--- config.mk ---
export PLATFORM = sky130hd
export DESIGN_NAME = adder4_bist_driver_flat
export DESIGN_NICKNAME = d
export VERILOG_FILES = /design/src/rtl/adder4_bist_pkg.sv /design/src/rtl/adder4_bist_driver_if.sv /design/src/rtl/adder4_bist_vec_gen.sv /design/src/rtl/adder4_bist_driver.sv /design/src/flat_wrapper.sv
export SDC_FILE = /design/constraint.sdc
export NUM_CORES = 1
export LEC_CHECK = 0
export ABC_AREA = 1
export CORE_UTILIZATION = 24
export CTS_CLUSTER_SIZE = 25
export DETAILED_ROUTE_END_ITERATION = 10
export PLACE_DENSITY = 0.41
export SLEW_MARGIN = 20
export SYNTH_ARGS = -nofsm -noshare
export SYNTH_HDL_FRONTEND = slang
export SYNTH_HIERARCHICAL = 1
export SYNTH_SLANG_ARGS = --single-unit
--- constraint.sdc ---
create_clock -name clk -period 6.8 [get_ports clk]
set_input_delay 1.36 -clock clk [delete_from_list [all_inputs] [get_ports clk]]
set_output_delay 1.36 -clock clk [all_outputs]
set_load 0.03 [all_outputs]
--- src/rtl/adder4_bist_pkg.sv ---
// Shared types and helpers for the 4-bit adder self-test driver.
// The state encoding is fixed so that the state register has a known reset pattern.
package adder4_bist_pkg;

    localparam int ADDER_WIDTH = 4;
    localparam int VEC_W       = 2*ADDER_WIDTH+1;
    localparam int NUM_VEC     = 2**VEC_W;

    typedef enum logic [2:0] {
        IDLE   = 3'd0,
        APPLY  = 3'd1,
        SETTLE = 3'd2,
        CHECK  = 3'd3,
        DONE   = 3'd4
    } state_t;

    // Golden sum: carry-out in the top bit.
    function automatic logic [ADDER_WIDTH:0] exp_sum(input logic [ADDER_WIDTH-1:0] a,
                                                     input logic [ADDER_WIDTH-1:0] b,
                                                     input logic                   cin);
        return {1'b0, a} + {1'b0, b} + {{ADDER_WIDTH{1'b0}}, cin};
    endfunction

endpackage

--- src/rtl/adder4_bist_driver_if.sv ---
// Bundle between the self-test driver and the adder under test plus its result/status lines.
interface adder4_bist_driver_if #(
    parameter int WIDTH     = 4,
    parameter int ERR_CNT_W = 10
);
    logic                 start;
    logic [WIDTH-1:0]     sum;
    logic                 c_out;
    logic [WIDTH-1:0]     A_data;
    logic [WIDTH-1:0]     B_data;
    logic                 c_in;
    logic                 busy;
    logic                 done;
    logic                 pass;
    logic [ERR_CNT_W-1:0] err_count;
    logic [2*WIDTH:0]     first_fail;

    modport master (
        input  start, sum, c_out,
        output A_data, B_data, c_in, busy, done, pass, err_count, first_fail
    );

    modport slave (
        output start, sum, c_out,
        input  A_data, B_data, c_in, busy, done, pass, err_count, first_fail
    );
endinterface

--- src/rtl/adder4_bist_vec_gen.sv ---
// Exhaustive vector index counter; the index splits as {c_in, A, B} so B varies fastest.
module adder4_bist_vec_gen #(
    parameter int WIDTH = 4
) (
    input  logic             clk,
    input  logic             rst_n,
    input  logic             clear_i,
    input  logic             advance_i,
    output logic             last_o,
    output logic [2*WIDTH:0] vec_o,
    output logic [WIDTH-1:0] a_o,
    output logic [WIDTH-1:0] b_o,
    output logic             cin_o
);
    localparam int VW = 2*WIDTH+1;

    logic [VW-1:0] idx_q, idx_d;

    always_comb begin
        idx_d = idx_q;
        if (clear_i) begin
            idx_d = '0;
        end else if (advance_i) begin
            idx_d = idx_q + 1'b1;
        end
    end

    always_ff @(posedge clk) begin
        if (!rst_n) begin
            idx_q <= '0;
        end else begin
            idx_q <= idx_d;
        end
    end

    assign last_o               = &idx_q;
    assign vec_o                = idx_q;
    assign {cin_o, a_o, b_o}    = idx_q;

endmodule

--- src/rtl/adder4_bist_driver.sv ---
// Clocked exhaustive self-test for a 4-bit adder: apply vector, wait a settle window,
// compare against the golden sum, and accumulate a saturating error count.
module adder4_bist_driver
    import adder4_bist_pkg::*;
#(
    parameter int WIDTH         = ADDER_WIDTH,
    parameter int SETTLE_CYCLES = 10,
    parameter int ERR_CNT_W     = 10
) (
    input  logic                 clk,
    input  logic                 rst_n,
    adder4_bist_driver_if.master bus
);
    localparam int         VEC_BITS    = 2*WIDTH+1;
    localparam logic [7:0] SETTLE_LAST = 8'(SETTLE_CYCLES-1);

    state_t               state_q, state_d;
    logic [7:0]           settle_q, settle_d;
    logic [WIDTH-1:0]     a_q, a_d, b_q, b_d;
    logic                 cin_q, cin_d;
    logic                 busy_q, busy_d, done_q, done_d, pass_q, pass_d;
    logic [ERR_CNT_W-1:0] err_q, err_d;
    logic [VEC_BITS-1:0]  ff_q, ff_d;

    logic                 start_run, vec_advance, vec_last, vec_cin, mismatch;
    logic [VEC_BITS-1:0]  vec_idx;
    logic [WIDTH-1:0]     vec_a, vec_b;
    logic [WIDTH:0]       expected;

    assign start_run   = bus.start && ((state_q == IDLE) || (state_q == DONE));
    assign vec_advance = (state_q == CHECK) && !vec_last;

    adder4_bist_vec_gen #(.WIDTH(WIDTH)) u_vec_gen (
        .clk       (clk),
        .rst_n     (rst_n),
        .clear_i   (start_run),
        .advance_i (vec_advance),
        .last_o    (vec_last),
        .vec_o     (vec_idx),
        .a_o       (vec_a),
        .b_o       (vec_b),
        .cin_o     (vec_cin)
    );

    assign expected = exp_sum(a_q, b_q, cin_q);
    assign mismatch = (bus.sum != expected[WIDTH-1:0]) || (bus.c_out != expected[WIDTH]);

    always_comb begin
        state_d  = state_q;
        settle_d = settle_q;
        a_d      = a_q;
        b_d      = b_q;
        cin_d    = cin_q;
        busy_d   = busy_q;
        done_d   = done_q;
        pass_d   = pass_q;
        err_d    = err_q;
        ff_d     = ff_q;
        case (state_q)
            IDLE: begin
                if (bus.start) state_d = APPLY;
            end
            APPLY: begin
                a_d      = vec_a;
                b_d      = vec_b;
                cin_d    = vec_cin;
                settle_d = '0;
                state_d  = SETTLE;
            end
            SETTLE: begin
                if (settle_q == SETTLE_LAST) begin
                    settle_d = '0;
                    state_d  = CHECK;
                end else begin
                    settle_d = settle_q + 1'b1;
                end
            end
            CHECK: begin
                if (mismatch) begin
                    if (!(&err_q)) err_d = err_q + 1'b1;
                    if (err_q == '0) ff_d = vec_idx;
                end
                // pass must reflect a mismatch on the very last vector too
                if (vec_last) begin
                    state_d = DONE;
                    busy_d  = 1'b0;
                    done_d  = 1'b1;
                    pass_d  = (err_d == '0);
                end else begin
                    state_d = APPLY;
                end
            end
            DONE: begin
                if (bus.start) state_d = APPLY;
            end
            default: state_d = IDLE;
        endcase
        if (start_run) begin
            err_d  = '0;
            ff_d   = '0;
            pass_d = 1'b0;
            done_d = 1'b0;
            busy_d = 1'b1;
        end
    end

    always_ff @(posedge clk) begin
        if (!rst_n) begin
            state_q  <= IDLE;
            settle_q <= '0;
            a_q      <= '0;
            b_q      <= '0;
            cin_q    <= 1'b0;
            busy_q   <= 1'b0;
            done_q   <= 1'b0;
            pass_q   <= 1'b0;
            err_q    <= '0;
            ff_q     <= '0;
        end else begin
            state_q  <= state_d;
            settle_q <= settle_d;
            a_q      <= a_d;
            b_q      <= b_d;
            cin_q    <= cin_d;
            busy_q   <= busy_d;
            done_q   <= done_d;
            pass_q   <= pass_d;
            err_q    <= err_d;
            ff_q     <= ff_d;
        end
    end

    assign bus.A_data     = a_q;
    assign bus.B_data     = b_q;
    assign bus.c_in       = cin_q;
    assign bus.busy       = busy_q;
    assign bus.done       = done_q;
    assign bus.pass       = pass_q;
    assign bus.err_count  = err_q;
    assign bus.first_fail = ff_q;

endmodule

--- src/flat_wrapper.sv ---
// flat-port wrapper written by rule: the top's interface ports become plain ports
module adder4_bist_driver_flat import adder4_bist_pkg::*;
#(
    parameter int WIDTH         = ADDER_WIDTH,
    parameter int SETTLE_CYCLES = 10,
    parameter int ERR_CNT_W     = 10
)
  (clk, rst_n, bus_start, bus_sum, bus_c_out, bus_A_data, bus_B_data, bus_c_in, bus_busy, bus_done, bus_pass, bus_err_count, bus_first_fail);
  adder4_bist_driver_if #(.WIDTH(WIDTH), .ERR_CNT_W(ERR_CNT_W)) bus_i ();
  input  logic clk;
  input  logic rst_n;
  input wire logic [$bits(bus_i.start)-1:0] bus_start;
  input wire logic [$bits(bus_i.sum)-1:0] bus_sum;
  input wire logic [$bits(bus_i.c_out)-1:0] bus_c_out;
  output wire logic [$bits(bus_i.A_data)-1:0] bus_A_data;
  output wire logic [$bits(bus_i.B_data)-1:0] bus_B_data;
  output wire logic [$bits(bus_i.c_in)-1:0] bus_c_in;
  output wire logic [$bits(bus_i.busy)-1:0] bus_busy;
  output wire logic [$bits(bus_i.done)-1:0] bus_done;
  output wire logic [$bits(bus_i.pass)-1:0] bus_pass;
  output wire logic [$bits(bus_i.err_count)-1:0] bus_err_count;
  output wire logic [$bits(bus_i.first_fail)-1:0] bus_first_fail;
  assign bus_i.start = bus_start;
  assign bus_i.sum = bus_sum;
  assign bus_i.c_out = bus_c_out;
  assign bus_A_data = bus_i.A_data;
  assign bus_B_data = bus_i.B_data;
  assign bus_c_in = bus_i.c_in;
  assign bus_busy = bus_i.busy;
  assign bus_done = bus_i.done;
  assign bus_pass = bus_i.pass;
  assign bus_err_count = bus_i.err_count;
  assign bus_first_fail = bus_i.first_fail;
  adder4_bist_driver #(.WIDTH(WIDTH), .SETTLE_CYCLES(SETTLE_CYCLES), .ERR_CNT_W(ERR_CNT_W)) u_core (.clk(clk), .rst_n(rst_n), .bus(bus_i));
endmodule
After elaboration in Yosys (flattened, before gate mapping)
Cells that the tools add are included.
{ "word_totals": {"regBits": 51, "inputBits": 8, "output_inout_bits": 31} }
{ "op_classes": {"add_sub_neg": 5, "n_eq_ne": 9, "mux": 12, "n_bitwise": 1, "n_reduce_logical": 19} }
{ "ops": {"columns": ["cell", "n"], "rows": [
  ["$mux W10", 3],
  ["$logic_not A10 Y1", 2],
  ["$reduce_and A10 Y1", 2],
  ["$pmux W8 S2", 1],
  ["$pmux W3 S4", 1],
  ["$add A10 B1 Y10 const B", 1],
  ["$add A9 B1 Y9 const B", 1],
  ["$mux W3", 3],
  ["$reduce_and A9 Y1", 1],
  ["$add A8 B1 Y8 const B", 1],
  ["$eq A8 B4 Y1 const B", 1],
  ["$mux W8", 1],
  ["$eq A3 B2 Y1 const B", 2],
  ["$reduce_bool A2 Y1", 3],
  ["$add A4 B4 Y5", 1],
  ["$add A5 B1 Y5", 1],
  ["$ne A2 B1 Y1 const B", 2],
  ["$ne A4 B4 Y1", 1],
  ["$reduce_and A2 Y1", 2],
  ["$reduce_or A2 Y1", 2],
  ["$eq A3 B1 Y1 const B", 1],
  ["$eq A3 B3 Y1 const B", 1],
  ["$logic_not A3 Y1", 1],
  ["$mux W1", 3],
  ["other kinds (6)", 8]
]} }

Logic depth before layout (Yosys ltp)
Gate-level depths: netlist of the first run.
{ "depth": {"depth_word": 7, "ltp_mapped": 19, "mapped_depth_nobuf": 18} }

Cells and area by module
Netlist of the first run, hierarchy kept.
{ "by_module_without_submodules": {"columns": ["module", "n_inst", "cells_per_inst", "area_per_inst_um2", "seq_area_each_um2"], "rows": [
  ["adder4_bist_driver", 1, 372, 2462.4, 840.8],
  ["adder4_bist_vec_gen", 1, 71, 538.0, 180.2]
]} }

Worst setup path after synthesis of the first run
Ideal clock, no wire load.
{ "synth_path": {"path_kind": "reg2reg", "from": "register u_core.a_q[0] (netlist: u_core/bus.A_data[0])", "to": "register u_core.pass_q (netlist: u_core/bus.pass)", "setup_ns": 0.117, "t_arrival_ns": 2.511, "required_time_ns": 6.683, "path_slack_ns": 4.172, "stages_incl_launch_ff": 18, "path_buffers": 1, "cell_sequence": "dfxtp_1 > inv_1 > fa_1 > inv_1 > fa_1 > nand2_1 > nand2_1 > inv_1 > nand2_1 > nor2_2 > nand3_2 > buf_6 > o21ai_0 > nor2_1 > nand2_1 > nor2_1 > nor2_1 > nor2_1"} }
{ "synth_via": {"elab_chain_len": 7} }
{ "synth_lines": {"columns": ["element", "line_no", "rtl"], "rows": [
  ["from (decl)", "adder4_bist_driver.sv:19", "logic [WIDTH-1:0] a_q, a_d, b_q, b_d;"],
  ["from (signal assigned)", "adder4_bist_driver.sv:111", "a_q <= '0;"],
  ["from (signal assigned)", "adder4_bist_driver.sv:122", "a_q <= a_d;"],
  ["$add A4 B4 Y5 (*)", "adder4_bist_pkg.sv:21", "return {1'b0, a} + {1'b0, b} + {{ADDER_WIDTH{1'b0}}, cin};"],
  ["$add A5 B1 Y5 (*)", "adder4_bist_pkg.sv:21", null],
  ["$ne A4 B4 Y1 or $ne A1 B1 Y1 (tied branches)", "adder4_bist_driver.sv:46", "assign mismatch = (bus.sum != expected[WIDTH-1:0]) || (bus.c_out != expected[WIDTH]);"],
  ["$logic_or A1 B1 Y1 (*)", "adder4_bist_driver.sv:46", null],
  ["$mux W10 (*)", "adder4_bist_driver.sv:79", "if (mismatch) begin"],
  ["$mux W10 (*)", "adder4_bist_driver.sv:59", "case (state_q)"],
  ["$logic_not A10 Y1 (*)", "adder4_bist_driver.sv:88", "pass_d = (err_d == '0);"],
  ["to (signal assigned)", "adder4_bist_driver.sv:127", "pass_q <= pass_d;"],
  ["to (decl)", "adder4_bist_driver.sv:21", "logic busy_q, busy_d, done_q, done_d, pass_q, pass_d;"]
]} }
Mark *: on every way between the ends. The rest lies on a longest branch, timed or not. The select of a mux whose other input is x is not followed.
A chain may end at the register's enable or synchronous reset.

Worst setup path after layout of the first run
{ "layout_path": {"from": "input port rst_n", "to": "register u_core.err_q[1] (netlist: u_core/bus.err_count[1])"} }
{ "layout_via": {"elab_chain_len": 2} }
{ "layout_lines": {"columns": ["element", "line_no", "rtl"], "rows": [
  ["from (decl)", "flat_wrapper.sv:11", "input logic rst_n;"],
  ["$not A1 Y1 (no source line)", null, null],
  ["$reduce_or A2 Y1 (no source line)", null, null],
  ["to (signal assigned)", "adder4_bist_driver.sv:128", "err_q <= err_d;"],
  ["to (decl)", "adder4_bist_driver.sv:22", "logic [ERR_CNT_W-1:0] err_q, err_d;"]
]} }
No other way between the ends.

==> metrics.md, run 1 <==
| Metric | Value |
|---|---|
| Status | finished, final reports clean |
| Largest family of logic cells by synthesized area | simple AND/OR/NAND/NOR gates |
| Clock network power share | 0.257 |
| Synthesized area per cell | 6.773 um2 |
| Wire length on met2 | 3517 um |
| Antenna violations before repair | 0 |
| Yosys warnings | 6 |
| Final wirelength | 7678 um |
| Netlist Area Pre-Place | 3000 um2 |
| Detailed Routing Iterations Pass 1 | 4 |
| Worst path max stage delay | 740 ps |
| VDD IR max | 0.0001002 V |
| Final Hold Viols | 0 |
| Adder-cell share of the synthesized area | 0.05088 |
| Final HPWL DP | 5830 um |
| Synth Area in XOR/XNOR | 0.01751 |
| Seq pwr share | 0.378 |
| Crit path capture type | flop |
| Hold_buf cts | 0 |
| Non-filler instance count after layout | 638 |
| Critical R2R Launch | u_core/bus.A_data[0] |
| Hold path start | u_core/bus.done |
| Vias in the first global route | 2472 |
| Initial DRC count | 100 |
| Metal-1 WL | 3960 um |
| Placed Cells | 630 |
| Vias | 2742 |
| Layout cells sized above 1 | 0.05957 |
| Internal | 0.0005853 W |
| Pre-CTS WS | 3016 ps |
| Netlist cell types | 36 |
| First-pass GRT wire length | 12450 um |
| Worst setup margin | 3398 ps |
| Initial Utilization | 0.2477 |
| Max Buffers Root-to-Sink | 2 |
| CP dominant cell by count | inv_1 |
| Max layer used | met4 |
| Post-Synth Simple-Gate Area | 0.3173 |
| Chip height | 113.8 um |
| Final setup fails | 0 |
| FF+latch count, synth | 51 |
| Synth area leaders | dfxtp_1 (34%), nand2_1 (11%), inv_1 (8.9%), a21oi_1 (5.8%), o21ai_0 (5.0%) |
| Post-CTS setup buffers | 0 |
| Layout area overhead | 19.93% |
| Post-synth ARST share | 0 |
| CP Cell Sequence | clkdlybuf4s50_1, inv_1, nor2_1, clkinv_1, a21oi_1, o21ai_0, inv_1 |
| Die Wd | 113.8 um |
| Final period util | 0.5003 |
| Worst path buffer plus inverter count | 4 |
| Slew @ Worst Pin | 766.7 ps |
| Pins Over Slew Limit | 0 |
| Post-synthesis mux area share | 0 |
| Min-Delay Path Depth | 1 |
| Critical path class | in2reg |
| WHS | 468.0 ps |
| Maxcap violations | 0 |
| Sw power | 0.0003613 W |
| Final core occ | 0.2971 |
| Worst-skew pair later-pin latency | 280 ps |
| Startpoint Class | primary input |
| Crit-path slowest cell | clkdlybuf4s50_1 |
| Share of the synthesized area in the top cell type | 0.3403 |
| Cell taking the most area after synthesis | dfxtp_1 |
| I/O Buffers | 38 |
| RSZ-0062 raised after global routing | false |
| Largest net degree at the start of global routing | 23 |
| Switch share | 0.3817 |
| Register area share after synthesis | 0.3403 |
| Rows | 40 |
| H-tree depth | 2 |
| Routed len/inst | 12.03 um |
| Clock Tree Root | clkbuf_16 |
| Hold path endpoint | u_core/bus.done |
| CTS tree | built |
| ANT cells | 0 |
| Drt drc | 0 |
| Critical path required time | 7030 ps |
| Setup slack, reg-to-reg | 3800 ps |
| Core footprint | 12110 um2 |
| All-layer global routing usage | 0.1203 |
| Max frequency | 294.0 MHz |
| Post-synth top flop | dfxtp_1 |
| Die area | 12950 um2 |
| Total clock buffers created by CTS | 5 |
| Final antenna-violating net count | 0 |
| Clock Sinks | 51 |
| Skew final | 3.806 ps |
| Crit path DAT | 3630 ps |
| # IOs | 39 |
| Post-route minimum period | 3402 ps |
| # resized after CTS | 0 |
| Worst Hold Class | reg2reg |
| GRT overflow | 0 |
| Setup TNS | 0 ps |
| DR vias/cell | 4.298 |
| CP top delay family | buffers and inverters |
| Complex-gate fraction of the synthesized area | 0.1368 |
| Max_slew headroom | 0.4870 |
| Gate power share | 0.364 |
| P_leak | 1.539 nW |
| GP Congestion | 0.7557 |
| R2r endpoint | u_core/bus.pass |
| Mapped Cells | 443 |
| Clock slew at reported path FFs | 70 ps |
| Syn_nets | 462 |
| Final net count | 488 |
| Post-synth EDFFs | 0 |
| Wire length on met3 | 158 um |
| Max Fanout on Critical Path | 19 |
| Power per Cell Area | 263.0 nW/um2 |
| Worst Reg-to-Reg Cells | 16 |
[synth_stat cells (3+ instances only)]
cell type	count
nand2_1	87
inv_1	71
dfxtp_1	51
a21oi_1	35
nor2_1	35
o21ai_0	30
nor3_1	27
nand3_1	26
buf_4	9
ha_1	9
nor2_2	8
nand4_1	7
o21ai_1	6
clkbuf_1	5
xor2_1	4
buf_6	3
inv_2	3
nand2_2	3
[kinds of logic after synthesis]
| logic type | Yosys count |
|---|---|
| and+or+nand+nor | 203 |
| buffers and inverters | 94 |
| AOI/OAI and AO/OA | 78 |
| DFF | 51 |
| adders and majority gates | 11 |
| xor gates and xnor gates | 6 |
[power groups by stage]
stage	Clock (W)	Sequential [W]	Combinational, W
detailed placement	0	0.000366	0.000347
global route	0.000264	0.000363	0.000390
global placement	0	0.000366	0.000344
CTS	0.000256	0.000360	0.000348
floorplan	0	0.000402	0.000205
finish	0.000244	0.000358	0.000345
[state kept, by name (all words and copies together) (netlist names)]
signal and cells:
u_core/bus.err_count 10, u_core/bus.first_fail 9, u_core/u_vec_gen/vec_o 9, u_core/settle_q 8, u_core/bus.A_data 4, u_core/bus.B_data 4, u_core/state_q 3, u_core/bus.busy 1
u_core/bus.c_in 1, u_core/bus.done 1, u_core/bus.pass 1
[through the flow]
| stage | instance area [um2] | total power [W] |
|---|---|---|
| 2_1_floorplan | 3000 | 0.0006077 |
| 3_3_place_gp | 3461 | 0.0007099 |
| 3_5_place_dp | 3461 | 0.0007134 |
| 4_1_cts | 3598 | 0.0009633 |
| 5_1_grt | 3598 | 0.001017 |
| 6_report | 3598 | 0.0009465 |
[routing by layer]
layer / global-route usage / up-vias
met5: 0 / -
met4: 0.02597 / 0
met3: 0.01966 / 2
met2: 0.1931 / 23
met1: 0.1692 / 1248
li1: - / 1469
[placed cells by master, fill, tap and decap left out, types with 2 or more instances in the layout]
cell | Yosys | layout
fa_1 | 2 | 2
a211oi_1 | 2 | 2
ha_1 | 9 | 9
inv_2 | 3 | 3
nand3_2 | 2 | 2
nand2_1 | 87 | 87
o21ai_0 | 30 | 30
nor2_4 | 2 | 2
o21ai_1 | 6 | 6
dfxtp_1 | 51 | 51
clkdlybuf4s50_1 | 0 | 38
nor2_2 | 8 | 8
a21oi_1 | 35 | 35
xnor2_1 | 2 | 2
xor2_1 | 4 | 4
nand2_2 | 3 | 3
nand3_1 | 26 | 26
inv_1 | 71 | 71
clkbuf_16 | 0 | 5
nor3_1 | 27 | 27
clkbuf_1 | 5 | 2
nor2_1 | 35 | 35
nand4_1 | 7 | 7
[cell type report]
type | count | area, um2
Clock buffer | 7 | 132.6
Clock inverter | 1 | 5.005
Fill cell | 1343 | 8513
Inverter | 75 | 281.5
Multi-Input combinational cell | 298 | 1568
Sequential cell | 51 | 1021
Tap cell | 168 | 210.2
Timing Repair Buffer | 38 | 380.4
[how the worst max path moves through the flow]
stage | startpoint | end | cells past startpoint
final | rst_n | u_core/bus.err_count[1] | 7
after global routing | rst_n | u_core/bus.err_count[7] | 7
after CTS | rst_n | u_core/bus.err_count[6] | 7
after detailed placement | rst_n | u_core/bus.err_count[6] | 7
after global placement | rst_n | u_core/bus.err_count[8] | 7
after floorplan | u_core/bus.A_data[0] | u_core/bus.pass | 17
(Power assumes the default switching activity.)
==> inputs of run 2 (changes only) <==
Settings changed: PLACE_DENSITY 0.41 to 0.43.
Clock period 6.8 ns to 2.8 ns, I/O delays scaled along.
==> run 2 against run 1 <==
Wire length grew 2.2%; largest power group is now combinational cells; clock skew grew 1.3 ps; flip-flop and latch count is the same; critical path depth grew 10; setup slack lost 3100 ps; die area is the same; power grew to 2.7 times the previous value; global-route usage shrank 0.077 points; sequential power grew 140%; combinational power grew to 2.6 times the previous value.
==> metrics.md, run 2 (same netlist as run 1, synthesis figures left out) <==
| Metric | Value |
|---|---|
| GP Congestion | 0.8164 |
| Final wirelength | 7849 um |
| Total clock buffers created by CTS | 5 |
| Worst-skew pair later-pin latency | 290 ps |
| Post-route minimum period | 2535 ps |
| Rows | 40 |
| Worst Hold Class | reg2reg |
| Startpoint Class | flop |
| Critical path origin | u_core/bus.A_data[0] |
| First-pass GRT wire length | 12210 um |
| Post-CTS setup buffers | 0 |
| Critical path required time | 3030 ps |
| Clock Tree Root | clkbuf_16 |
| GRT overflow | 0 |
| Initial Utilization | 0.2477 |
| R2r endpoint | u_core/bus.pass |
| Skew final | 5.096 ps |
| Layout cells sized above 1 | 0.08595 |
| CP Cell Sequence | inv_1, fa_2, inv_2, fa_1, nand2_1, nand2_1, inv_1, nand2_1, nor2_4, nand3_4, nand2_1, o21ai_1, nor2_1, nand2_1, nor2_2, nor2_1, nor2_1 |
| Most frequent cells in the layout | nand2_1 (87), inv_1 (70), dfxtp_1 (51), clkdlybuf4s50_1 (38), a21oi_1 (35) |
| P_leak | 1.587 nW |
| Placed Cells | 635 |
| Final Hold Viols | 0 |
| H-tree depth | 2 |
| Vias | 2773 |
| Crit-path slowest cell | fa_1 |
| Crit path capture type | flop |
| Crit path DAT | 2770 ps |
| Max FFs per register | 10 |
| # IOs | 39 |
| Critical R2R Launch | u_core/bus.A_data[0] |
| VDD IR max | 0.0002523 V |
| Setup TNS | 0 ps |
| Initial DRC count | 190 |
| Largest net degree at the start of global routing | 23 |
| Routed len/inst | 12.17 um |
| Core footprint | 12110 um2 |
| Setup slack, reg-to-reg | 260 ps |
| Final period util | 0.9054 |
| Non-filler instance count after layout | 645 |
| Max Fanout on Critical Path | 6 |
| Pins Over Slew Limit | 0 |
| Maxcap violations | 0 |
| CTS tree | built |
| Final antenna-violating net count | 0 |
| Status | finished, final reports clean |
| Drt drc | 0 |
| Critical path class | reg2reg |
| Clock Sinks | 51 |
| Final HPWL DP | 5788 um |
| Commonest non-fill, non-tap cell in the layout | nand2_1 |
| Die Wd | 113.8 um |
| Antenna violations before repair | 0 |
| Max_slew headroom | 0.4710 |
| Max frequency | 394.5 MHz |
| CP dominant cell by count | nand2_1 |
| WHS | 467.2 ps |
| ANT cells | 0 |
| Placed Area | 3498 um2 |
| Power per Cell Area | 688.8 nW/um2 |
| Layout area overhead | 24.48% |
| All-layer global routing usage | 0.1195 |
| Clock slew at reported path FFs | 70 ps |
| Vias in the first global route | 2385 |
| Slew @ Worst Pin | 790.6 ps |
| Chip height | 113.8 um |
| Final Instance Area | 3735 um2 |
| I/O Buffers | 38 |
| Max Buffers Root-to-Sink | 2 |
| Final net count | 495 |
| DR vias/cell | 4.299 |
| Critical Path End | u_core/bus.pass |
| Detailed Routing Iterations Pass 1 | 4 |
| RSZ-0062 raised after global routing | false |
| Final setup fails | 0 |
| Final core occ | 0.3084 |
| Worst Reg-to-Reg Cells | 17 |
| Worst path max stage delay | 410 ps |
| Die area | 12950 um2 |
## run 2: changes by cell type in the layout (fill, tap and decap cells not counted), moves of 2 or more
cell,previous run,this run
bufinv_16,0,2
clkbuf_1,2,0
nor2_4,2,4
buf_4,0,5
## run 2: worst min-delay path by stage
stage	cells after the start	start	slack [ps]	endpoint
finish	2	u_core/settle_q[7]	470	u_core/settle_q[7]
floorplan	2	u_core/settle_q[7]	450	u_core/settle_q[7]
detailed placement	2	u_core/settle_q[7]	460	u_core/settle_q[7]
global placement	2	u_core/bus.busy	460	u_core/bus.busy
CTS	2	u_core/settle_q[7]	470	u_core/settle_q[7]
global route	1	u_core/bus.done	500	u_core/bus.done
## run 2: through the flow
step                      total power, W  setup slack [ps]
after CTS                       0.002550             40.71
after global placement          0.001738             84.24
after global routing            0.002730             48.11
after detailed placement        0.001742             46.44
after floorplan                 0.001476             171.6
final                           0.002573             264.9
## run 2: area by class of cell
class                           instances  area [um2]
Inverter                               75       281.5
Timing Repair Buffer                   43       417.9
Tap cell                              168       210.2
Clock inverter                          3       67.56
Sequential cell                        51        1021
Clock buffer                            5       125.1
Multi-Input combinational cell        300        1612
Fill cell                            1343        8377
## run 2: repair_timing
action                     4_1_cts  5_1_grt
resized for setup                0        8
hold buffers                     0        0
setup endpoints to repair        0        7
## run 2: per-layer routing
metal / vias up / part of all wire / routed length (um) / GRT usage
met2: 47 / 0.47 / 3715 / 0.1980
met1: 1232 / 0.48 / 3804 / 0.1598
met4: 0 / 0.0070 / 55 / 0.03636
li1: 1489 / - / - / -
met3: 5 / 0.035 / 272 / 0.01860
met5: - / 0 / 0 / 0
## run 2: where the power goes
| group | internal, W | leakage (nW) | switching, W |
|---|---|---|---|
| combinational | 0.000318 | 1.08 | 0.000592 |
| sequential | 0.000796 | 0.413 | 0.0000741 |
| clock | 0.000512 | 0.0900 | 0.000280 |
## run 2: worst max-delay path: cells and delay by family (launching register included)
| family | cells | cell delay, ps |
|---|---|---|
| simple gates | 11 | 1060 |
| fa+ha+maj | 2 | 800 |
| flops | 1 | 330 |
| buf+inv | 3 | 210 |
| compound gates | 1 | 80 |
==> inputs of run 3 (changes only) <==
Settings changed: GPL_TIMING_DRIVEN set to 1.
==> results of run 3 <==
Final layout, timing and power as in run 2 (identical DEF).
